File: config.mk
export PLATFORM = sky130hd
export DESIGN_NAME = program_sequencer
export DESIGN_NICKNAME = d
export VERILOG_FILES = /design/src/rtl/program_sequencer.sv
export SDC_FILE = /design/constraint.sdc
export NUM_CORES = 1
export LEC_CHECK = 0
export ABC_AREA = 1
export BUFFER_PORTS_ARGS = -buffer_cell sky130_fd_sc_hd__buf_4
export CORE_ASPECT_RATIO = 1.75
export CORE_MARGIN = 8
export CORE_UTILIZATION = 55
export DETAILED_ROUTE_END_ITERATION = 10
export PLACE_DENSITY = 0.76
export SYNTH_ARGS = -nofsm -noshare
export SYNTH_HDL_FRONTEND = slang
export SYNTH_SLANG_ARGS = --single-unit
export TNS_END_PERCENT = 20
File: constraint.sdc
create_clock -name CLK_50MHz -period 2.2 [get_ports CLK_50MHz]
set_input_delay 0.22 -clock CLK_50MHz [delete_from_list [all_inputs] [get_ports CLK_50MHz]]
set_output_delay 0.22 -clock CLK_50MHz [all_outputs]
set_load 0.03 [all_outputs]
File: src/rtl/program_sequencer.sv
// rtl/program_sequencer.sv - program buffer that replays words into the 10-bit processor one step at a time
//
// Holds up to DEPTH 10-bit words (instructions plus the data word after each ld).
// In RUN it presents mem[PC] on DATA and issues one STEP pulse every STEP_DIV
// clocks. The processor's T and EXT tell it when the presented word is consumed.
//
// Ports:
//   CLK_50MHz, RSTn          system clock, asynchronous active-low reset
//   MODE_CLR                 clear program, OVF and ERR; return to IDLE
//   WR_EN, WR_DATA           append a word (IDLE only)
//   START, HALT              begin a run from word 0 / abort a run
//   T, EXT                   processor timestep and external-data enable
//   DATA                     word presented to the processor
//   STEP                     one-cycle processor clock enable
//   PC, COUNT                next word to consume / number of stored words
//   BUSY, FIN, OVF, ERR      running / run complete pulse / write overflow / fault

module program_sequencer #(
    parameter int DEPTH    = 16,
    parameter int STEP_DIV = 4
) (
    input  logic                     CLK_50MHz,
    input  logic                     RSTn,
    input  logic                     MODE_CLR,
    input  logic                     WR_EN,
    input  logic [9:0]               WR_DATA,
    input  logic                     START,
    input  logic                     HALT,
    input  logic [1:0]               T,
    input  logic                     EXT,
    output logic [9:0]               DATA,
    output logic                     STEP,
    output logic [$clog2(DEPTH):0]   PC,
    output logic [$clog2(DEPTH):0]   COUNT,
    output logic                     BUSY,
    output logic                     FIN,
    output logic                     OVF,
    output logic                     ERR
);

    localparam int AW = $clog2(DEPTH);
    localparam int PW = AW + 1;
    localparam int DW = $clog2(STEP_DIV);

    localparam logic [DW-1:0] DIV_LAST = DW'(STEP_DIV - 1);
    localparam logic [PW-1:0] FULL     = PW'(DEPTH);

    localparam logic [1:0] S_IDLE  = 2'd0;
    localparam logic [1:0] S_RUN   = 2'd1;
    localparam logic [1:0] S_FAULT = 2'd2;

    logic [1:0]    state;
    logic [DW-1:0] div;
    logic [9:0]    mem [DEPTH];

    logic          eval;
    logic          need;
    logic          at_end;
    logic          do_step;
    logic          do_fin;
    logic          do_fault;
    logic          wr_ok;
    logic          wr_ovf;
    logic          start_ok;
    logic [PW-1:0] count_after_wr;

    always_comb begin
        // A step evaluation happens once per divider period; HALT and
        // MODE_CLR both pre-empt it in the same cycle.
        eval     = (state == S_RUN) && (div == DIV_LAST) && !HALT && !MODE_CLR;
        // The processor reads a word at T0 (instruction fetch) or when EXT asks
        // for the ld operand.
        need     = (T == 2'd0) || EXT;
        at_end   = (PC == COUNT);
        // Running out of words at T0 is a clean finish; running out while the
        // processor waits for an ld operand means the program is truncated.
        do_fin   = eval && need && at_end && (T == 2'd0);
        do_fault = eval && need && at_end && (T != 2'd0);
        do_step  = eval && !(need && at_end);

        wr_ok    = (state == S_IDLE) && WR_EN && !MODE_CLR && (COUNT != FULL);
        wr_ovf   = (state == S_IDLE) && WR_EN && !MODE_CLR && (COUNT == FULL);

        // A write in the same cycle as START counts toward the run.
        count_after_wr = COUNT + {{(PW-1){1'b0}}, wr_ok};
        start_ok = ((state == S_IDLE) || (state == S_FAULT)) && START && !MODE_CLR &&
                   (count_after_wr != '0);
    end

    always_ff @(posedge CLK_50MHz or negedge RSTn) begin
        if (!RSTn) begin
            state <= S_IDLE;
            div   <= '0;
            PC    <= '0;
            COUNT <= '0;
            OVF   <= 1'b0;
        end else if (MODE_CLR) begin
            state <= S_IDLE;
            div   <= '0;
            COUNT <= '0;
            OVF   <= 1'b0;
        end else begin
            case (state)
                S_IDLE: begin
                    if (wr_ok) begin
                        COUNT <= count_after_wr;
                    end
                    if (wr_ovf) begin
                        OVF <= 1'b1;
                    end
                    if (start_ok) begin
                        state <= S_RUN;
                        PC    <= '0;
                        div   <= '0;
                    end
                end
                S_RUN: begin
                    if (HALT) begin
                        state <= S_IDLE;
                    end else begin
                        div <= (div == DIV_LAST) ? '0 : div + DW'(1);
                        if (do_fin) begin
                            state <= S_IDLE;
                        end else if (do_fault) begin
                            state <= S_FAULT;
                        end else if (do_step && need) begin
                            // Advances on the edge where the processor latches DATA.
                            PC <= PC + PW'(1);
                        end
                    end
                end
                S_FAULT: begin
                    if (start_ok) begin
                        state <= S_RUN;
                        PC    <= '0;
                        div   <= '0;
                    end
                end
                default: begin
                    state <= S_IDLE;
                end
            endcase
        end
    end

    // Program storage has no reset; contents survive MODE_CLR and RSTn.
    always_ff @(posedge CLK_50MHz) begin
        if (wr_ok) begin
            mem[COUNT[AW-1:0]] <= WR_DATA;
        end
    end

    always_comb begin
        DATA = 10'd0;
        if ((state == S_RUN) && (PC < COUNT)) begin
            DATA = mem[PC[AW-1:0]];
        end
        STEP = do_step;
        FIN  = do_fin;
        BUSY = (state == S_RUN);
        ERR  = (state == S_FAULT);
    end

endmodule

## Word-level counts from Yosys, hierarchy flattened

Memory sizes are Yosys's and may differ from the RTL's.
Index checks and enable logic that the tools add are counted.

| word-level totals | value |
|---|---|
| register bits after elaboration | 15 |
| latch bits | 0 |
| bits in writable memories | 160 |
| memory bits (read-only) | 0 |
| input bits | 19 |
| word-level logic and storage cells | 89 |
| memories | 1 |

Memories:

| name | depth | width | rd ports | clocked after Yosys merged registers in | write ports | RTL line | source |
|---|---|---|---|---|---|---|---|
| mem | 16 | 10 | 1 | 0 | 1 | 54 | `logic [9:0] mem [DEPTH];` |

| cells by class | value |
|---|---|
| $add $sub $neg | 3 |
| multiply operators | 0 |
| div/mod/pow operators | 0 |
| magnitude comparators | 1 |
| equality and inequality tests | 14 |
| shifts and indexed selects | 0 |
| multiplexer cells | 26 |
| bitwise operators | 1 |
| reduce and logical (&&, ||, !) cells | 38 |

Operators with widths:

| operator | count |
|---|---|
| $mux W5 | 8 |
| $logic_and A1 B1 Y1 | 18 |
| $mux W2 | 9 |
| $mux W10 | 1 |
| $pmux W5 S2 | 1 |
| $reduce_bool A2 Y1 | 5 |
| $pmux W2 S2 | 2 |
| $reduce_and A7 Y1 | 1 |
| $ne A2 B2 Y1 const B | 3 |
| $reduce_and A2 Y1 | 3 |
| $add A5 B1 Y5 | 1 |
| $add A5 B1 Y5 const B | 1 |
| $eq A5 B5 Y1 | 1 |
| $eq A5 B5 Y1 const B | 1 |
| $lt A5 B5 Y1 | 1 |
| $mux W1 | 5 |
| $ne A5 B3 Y1 const B | 1 |
| $ne A5 B5 Y1 const B | 1 |
| $reduce_bool A5 Y1 | 1 |
| $eq A2 B2 Y1 const B | 2 |
| $logic_not A2 Y1 | 2 |
| $ne A2 B1 Y1 const B | 2 |
| $logic_not A1 Y1 | 3 |
| $ne A3 B1 Y1 const B | 1 |
| other kinds (8) | 9 |

## Longest topological paths before layout

| depth | value |
|---|---|
| depth in word-level cells | 12 |
| gate-level depth with buffers | 17 |

## Worst setup path before layout

OpenSTA, ideal clock, no wires.

| timing | value |
|---|---|
| path type | reg2reg |
| start point | register COUNT[2] |
| end point | register PC[4] |
| arrival time | 2.291 ns |
| path slack | -0.156 ns |
| stages on the path, launching flop included | 17 |
| path buffers | 1 |
| period minus slack after synthesis | 2.356 ns |
| cell sequence | dfrtp_1 -> buf_4 -> nor2_1 -> nand3_1 -> nand2_2 -> inv_2 -> ha_1 -> ha_1 -> inv_1 -> nand2_1 -> nor2_1 -> nand3_1 -> nand2_1 -> nand2_4 -> nand2_4 -> nand2_1 -> nand2_1 |

| between the ends | value |
|---|---|
| longest elaborated chain between the ends | 7 |

Ends and longest elaborated chain:

| element | RTL line | source |
|---|---|---|
| start: declaration | 34 | `output logic [$clog2(DEPTH):0] COUNT,` |
| start signal: assignment | 106 | `COUNT <= count_after_wr;` |
| $ne A5 B5 Y1 or $eq A5 B5 Y1 (tied branches) | 81, 74 |  |
| $logic_and A1 B1 Y1 (on tied branches) | 81, 79 |  |
| $add A5 B1 Y5 or $logic_not A1 Y1 (tied branches) | 85, 79 |  |
| $reduce_bool A5 Y1 or $logic_and A1 B1 Y1 (tied branches) | 87, 79 |  |
| $logic_and A1 B1 Y1 (on tied branches) | 86, 126 |  |
| $ne A2 B1 Y1 (no source line) | n/a |  |
| $reduce_and A7 Y1 (no source line) * | n/a |  |
| end signal: assignment | 128 | `PC <= PC + PW'(1);` |
| end: declaration | 33 | `output logic [$clog2(DEPTH):0] PC,` |

Mark *: on every way between the ends. The rest lies on a longest branch, timed or not.
A chain may end at the register's enable or synchronous reset.

## Worst setup path in the final report

| timing | value |
|---|---|
| start point | register COUNT[4] |
| end point | output port DATA[2] |

| between the ends | value |
|---|---|
| longest elaborated chain between the ends | 3 |

Ends and longest elaborated chain:

| element | RTL line | source |
|---|---|---|
| $lt A5 B5 Y1 | 155 | `if ((state == S_RUN) && (PC < COUNT)) begin` |
| $logic_and A1 B1 Y1 | 155 |  |
| $mux W10 | 155 |  |
| end: declaration | 31 | `output logic [9:0] DATA,` |

Every way passes these cells.

==> summary by stage <==
Run status
The flow ran to the end, but the final reports show violations. The final reports fail on negative setup slack.

Clocking
Counting the buffers created by CTS gives 17. For this design, the sink count on the clock tree is 175. For the worst-skew pair, the clock arrives at the later sink with an insertion delay of 420 ps.

After clock tree synthesis, the clock-pin slew on the worst setup and hold paths is 70 ps. The number of levels the H-tree was split into is 4. The root buffer cell chosen for the clock tree is clkbuf_16. The clock passes through at most 2 buffers. The CTS tree is done.

Timing
Clock skew on the completed layout was measured at 10.4 ps. The count of pins over their slew limit is 0. Across all hold checks on the routed design, the worst slack comes to 85.1 ps. The count of endpoints failing hold in the final timing report is 0. The worst pin sits at a relative slew slack of 71.4%. For the pin with the worst max-slew slack, the measured transition is 428 ps. Setup violations remaining at the end of the flow were counted as 11. The ratio of final minimum period to clock period is 108%. Setup slack on the critical path of the routed design comes to -173 ps. Derived from the worst setup path, the maximum achievable clock frequency is 421 MHz.

The clock period minus final worst setup slack is 2370 ps. Setup repair after global routing could not meet its margin everywhere.

Yosys
For this run, the number of Yosys warnings is 0. The mapped netlist covers 7570 µm². The synthesized area divided by synthesized cell count is 11.0 µm². The count of different cell masters after synthesis is 31. The register area share after synthesis is 68.4%. The flip-flop and latch count after synthesis is 175.

After technology mapping, the gate count stands at 688. The number of nets in the synthesized netlist is 716.

Place
The weighted congestion reported at the end of routability-driven placement is 0.856. The placed instances occupy a cell area of 8320 µm². The final HPWL from detailed placement is 12,200 µm. Input and output buffers added on the ports amount to 43. After detailed placement, the design holds a cell count of 918.

Drt
The detailed-router iteration count before antenna repair is 6. The detailed-route via count is 5,632. The detail route stage leaves a number of antenna-violating nets equal to 0. Dividing the detail-routed wire length by the instance count gives 20.4 µm. The total DRC errors in the routed layout is 0. The total wire length after detailed routing is 19,700 µm. The DRC marker count from the first detailed-route iteration is 530.

The per-cell via count in the routed design is 5.84.

Power and ir drop
Across the VDD grid, the largest voltage drop is 0.000566 V. Power spread over the standard cell area amounts to 827 nW/µm². For this design the static power due to leakage is 0.00359 µW. The total design power is 7620 µW.

Worst setup path
Data arrives at the worst endpoint at 2150 ps. The setup path with the least slack is of type reg -> out. Of all nets on the critical path, the largest fanout is 6. The worst endpoint required time is 1980 ps.

STA classifies the critical path endpoint as an output pin. The kind of start point of the critical path is a flop.

Floorplan
The core footprint is 13,700 µm². The vertical extent of the die is 171 µm. The floorplan step set the die width to 105 µm. After floorplanning, the core was divided into 57 placement rows. The die covers 17,900 µm².

The starting density of the core is 55.3%. 44 I/O pins were placed.

Global route
The remaining global-route overflow is 0. The met2 usage in global routing is 40.7%. Entering global routing, the biggest net connects 50 pins. The global routing met3 resource utilization is 4.39%. The overall global routing resource usage is 22.9%. The initial antenna violation count is 1.

The global-route wire length before repair is 31,000 µm. The layer flagged by global routing as most heavily used is met2. The number of global-route vias before repair is 5,878.

The routing usage on met1 is 23.7%.

Final layout
The finished layout holds 964 standard cells, fillers aside. The finished cells cover 9220 µm². The number of nets at the end of the flow is 801.

Relative to the synthesized area, the layout overhead comes to 21.7%. Of the cells placed in the final design, the portion with a size suffix greater than 1 is 22.8%. After filler insertion, the fill cell instance count of the layout stands at 978.

For this run, the share of the core covered by cells in the final layout is 67.3%.

Flow run
Max-cap violations in this run came to 0.

Worst hold path
The tightest min-delay check is of the in -> reg type.
flip-flops by register name (all words and copies together), names as in the netlist:
register / flops
mem: 160
COUNT: 5
state: 2
div: 2
OVF: 1
PC: 5
layout by cell type, fill, tap and decap left out, types with 6 or more instances in the layout:
cell type	synthesis	final
nand2_1	199	194
edfxtp_1	160	160
nand3_1	121	119
buf_4	3	83
nor2_1	53	44
a21oi_1	30	27
inv_1	22	20
clkbuf_16	0	17
dfrtp_1	15	10
o21ai_0	12	9
buf_6	4	8
nor2_4	2	7
inv_2	6	6
nand2_2	2	6
cell type report:
cell class / count / area [µm²] / area share, %
well taps: 177 / 221 / 2.40
repair buffers: 99 / 888 / 9.64
multi-input cells: 451 / 2220 / 24.1
flip-flops and latches: 175 / 5190 / 56.3
clock buffers: 17 / 425 / 4.62
inverters: 29 / 119 / 1.29
diodes: 1 / 2.50 / 0.0272
clock inverters: 15 / 150 / 1.63
through the flow:
stage	TNS [ps]	setup WS [ps]
2_1_floorplan	-410	-43.3
5_1_grt	-3270	-266
3_5_place_dp	0	17.4
3_3_place_gp	0	130
6_report	-1390	-173
4_1_cts	-1600	-189
power breakdown:
| group | leakage, µW | internal [µW] | switching (µW) |
|---|---|---|---|
| clock network | 0.000277 | 1600 | 1310 |
| logic | 0.00167 | 330 | 709 |
| registers | 0.00164 | 3660 | 17.2 |
| total | 0.00359 | 5590 | 2040 |
repair_timing:
action	4_1_cts	5_1_grt
hold buffers	1	0
setup buffers	8	2
endpoints found under the hold margin	15	0
endpoints found under the setup margin	15	20
gates cloned	2	0
pin swaps	9	12
gates resized for setup	29	15
synthesized netlist by cell type (all sizes together):
master | instances | area [µm²]
edfxtp | 160 | 4800
nand3 | 123 | 626
xor2 | 2 | 17.5
nand4 | 5 | 31.3
nand2 | 204 | 793
o31ai | 1 | 7.51
clkbuf | 5 | 18.8
nor3 | 3 | 31.3
o21ai | 13 | 65.1
nor2 | 55 | 221
nor4 | 1 | 6.26
buf | 28 | 170
clkinv | 1 | 3.75
o22ai | 3 | 18.8
a21oi | 30 | 150
ha | 9 | 113
inv | 28 | 105
a21boi | 1 | 7.51
dfrtp | 15 | 375
o211ai | 1 | 7.51
worst max-delay path, stage by stage, from the launching register on:
cell	delay [ps]
dfrtp_1	390
inv_2	100
ha_4	210
a21oi_2	140
o21ai_2	80
nor3_4	310
buf_6	180
nand2_1	60
nor2_1	100
buf_4	170
worst paths after layout:
path / slack (ps) / cells after the start / end / startpoint
worst max-delay path: -170 / 9 / DATA[2] / COUNT[4]
worst min-delay path: 90 / 3 / state[1] / EXT
worst max register to register: 0 / 16 / PC[0] / COUNT[2]
worst min register to register: 480 / 2 / div[1] / div[1]
max in group asynchronous: 1800 / 2 / COUNT[2] / RSTn
min in group asynchronous: 190 / 2 / state[1] / RSTn
routing by layer:
metal | wire length [µm] | vias up
met4 | 1030 | 0
li1 | - | 2561
met3 | 1440 | 68
met2 | 10600 | 302
met1 | 6650 | 2701
met5 | 0 | -
cell families (layout without fill, tap and decap cells):
family	Yosys count	in the layout	synth area share, %
AO/OA/AOI/OAI	49	49	3.39
XOR/XNOR	2	2	0.231
adder cells (fa/ha/maj)	9	9	1.49
buffers and inverters	62	160	3.93
flip-flops	175	175	68.4
other	0	1	0
AND/OR/NAND/NOR	391	391	22.6
Note: power is estimated with default switching activity, not from simulation.
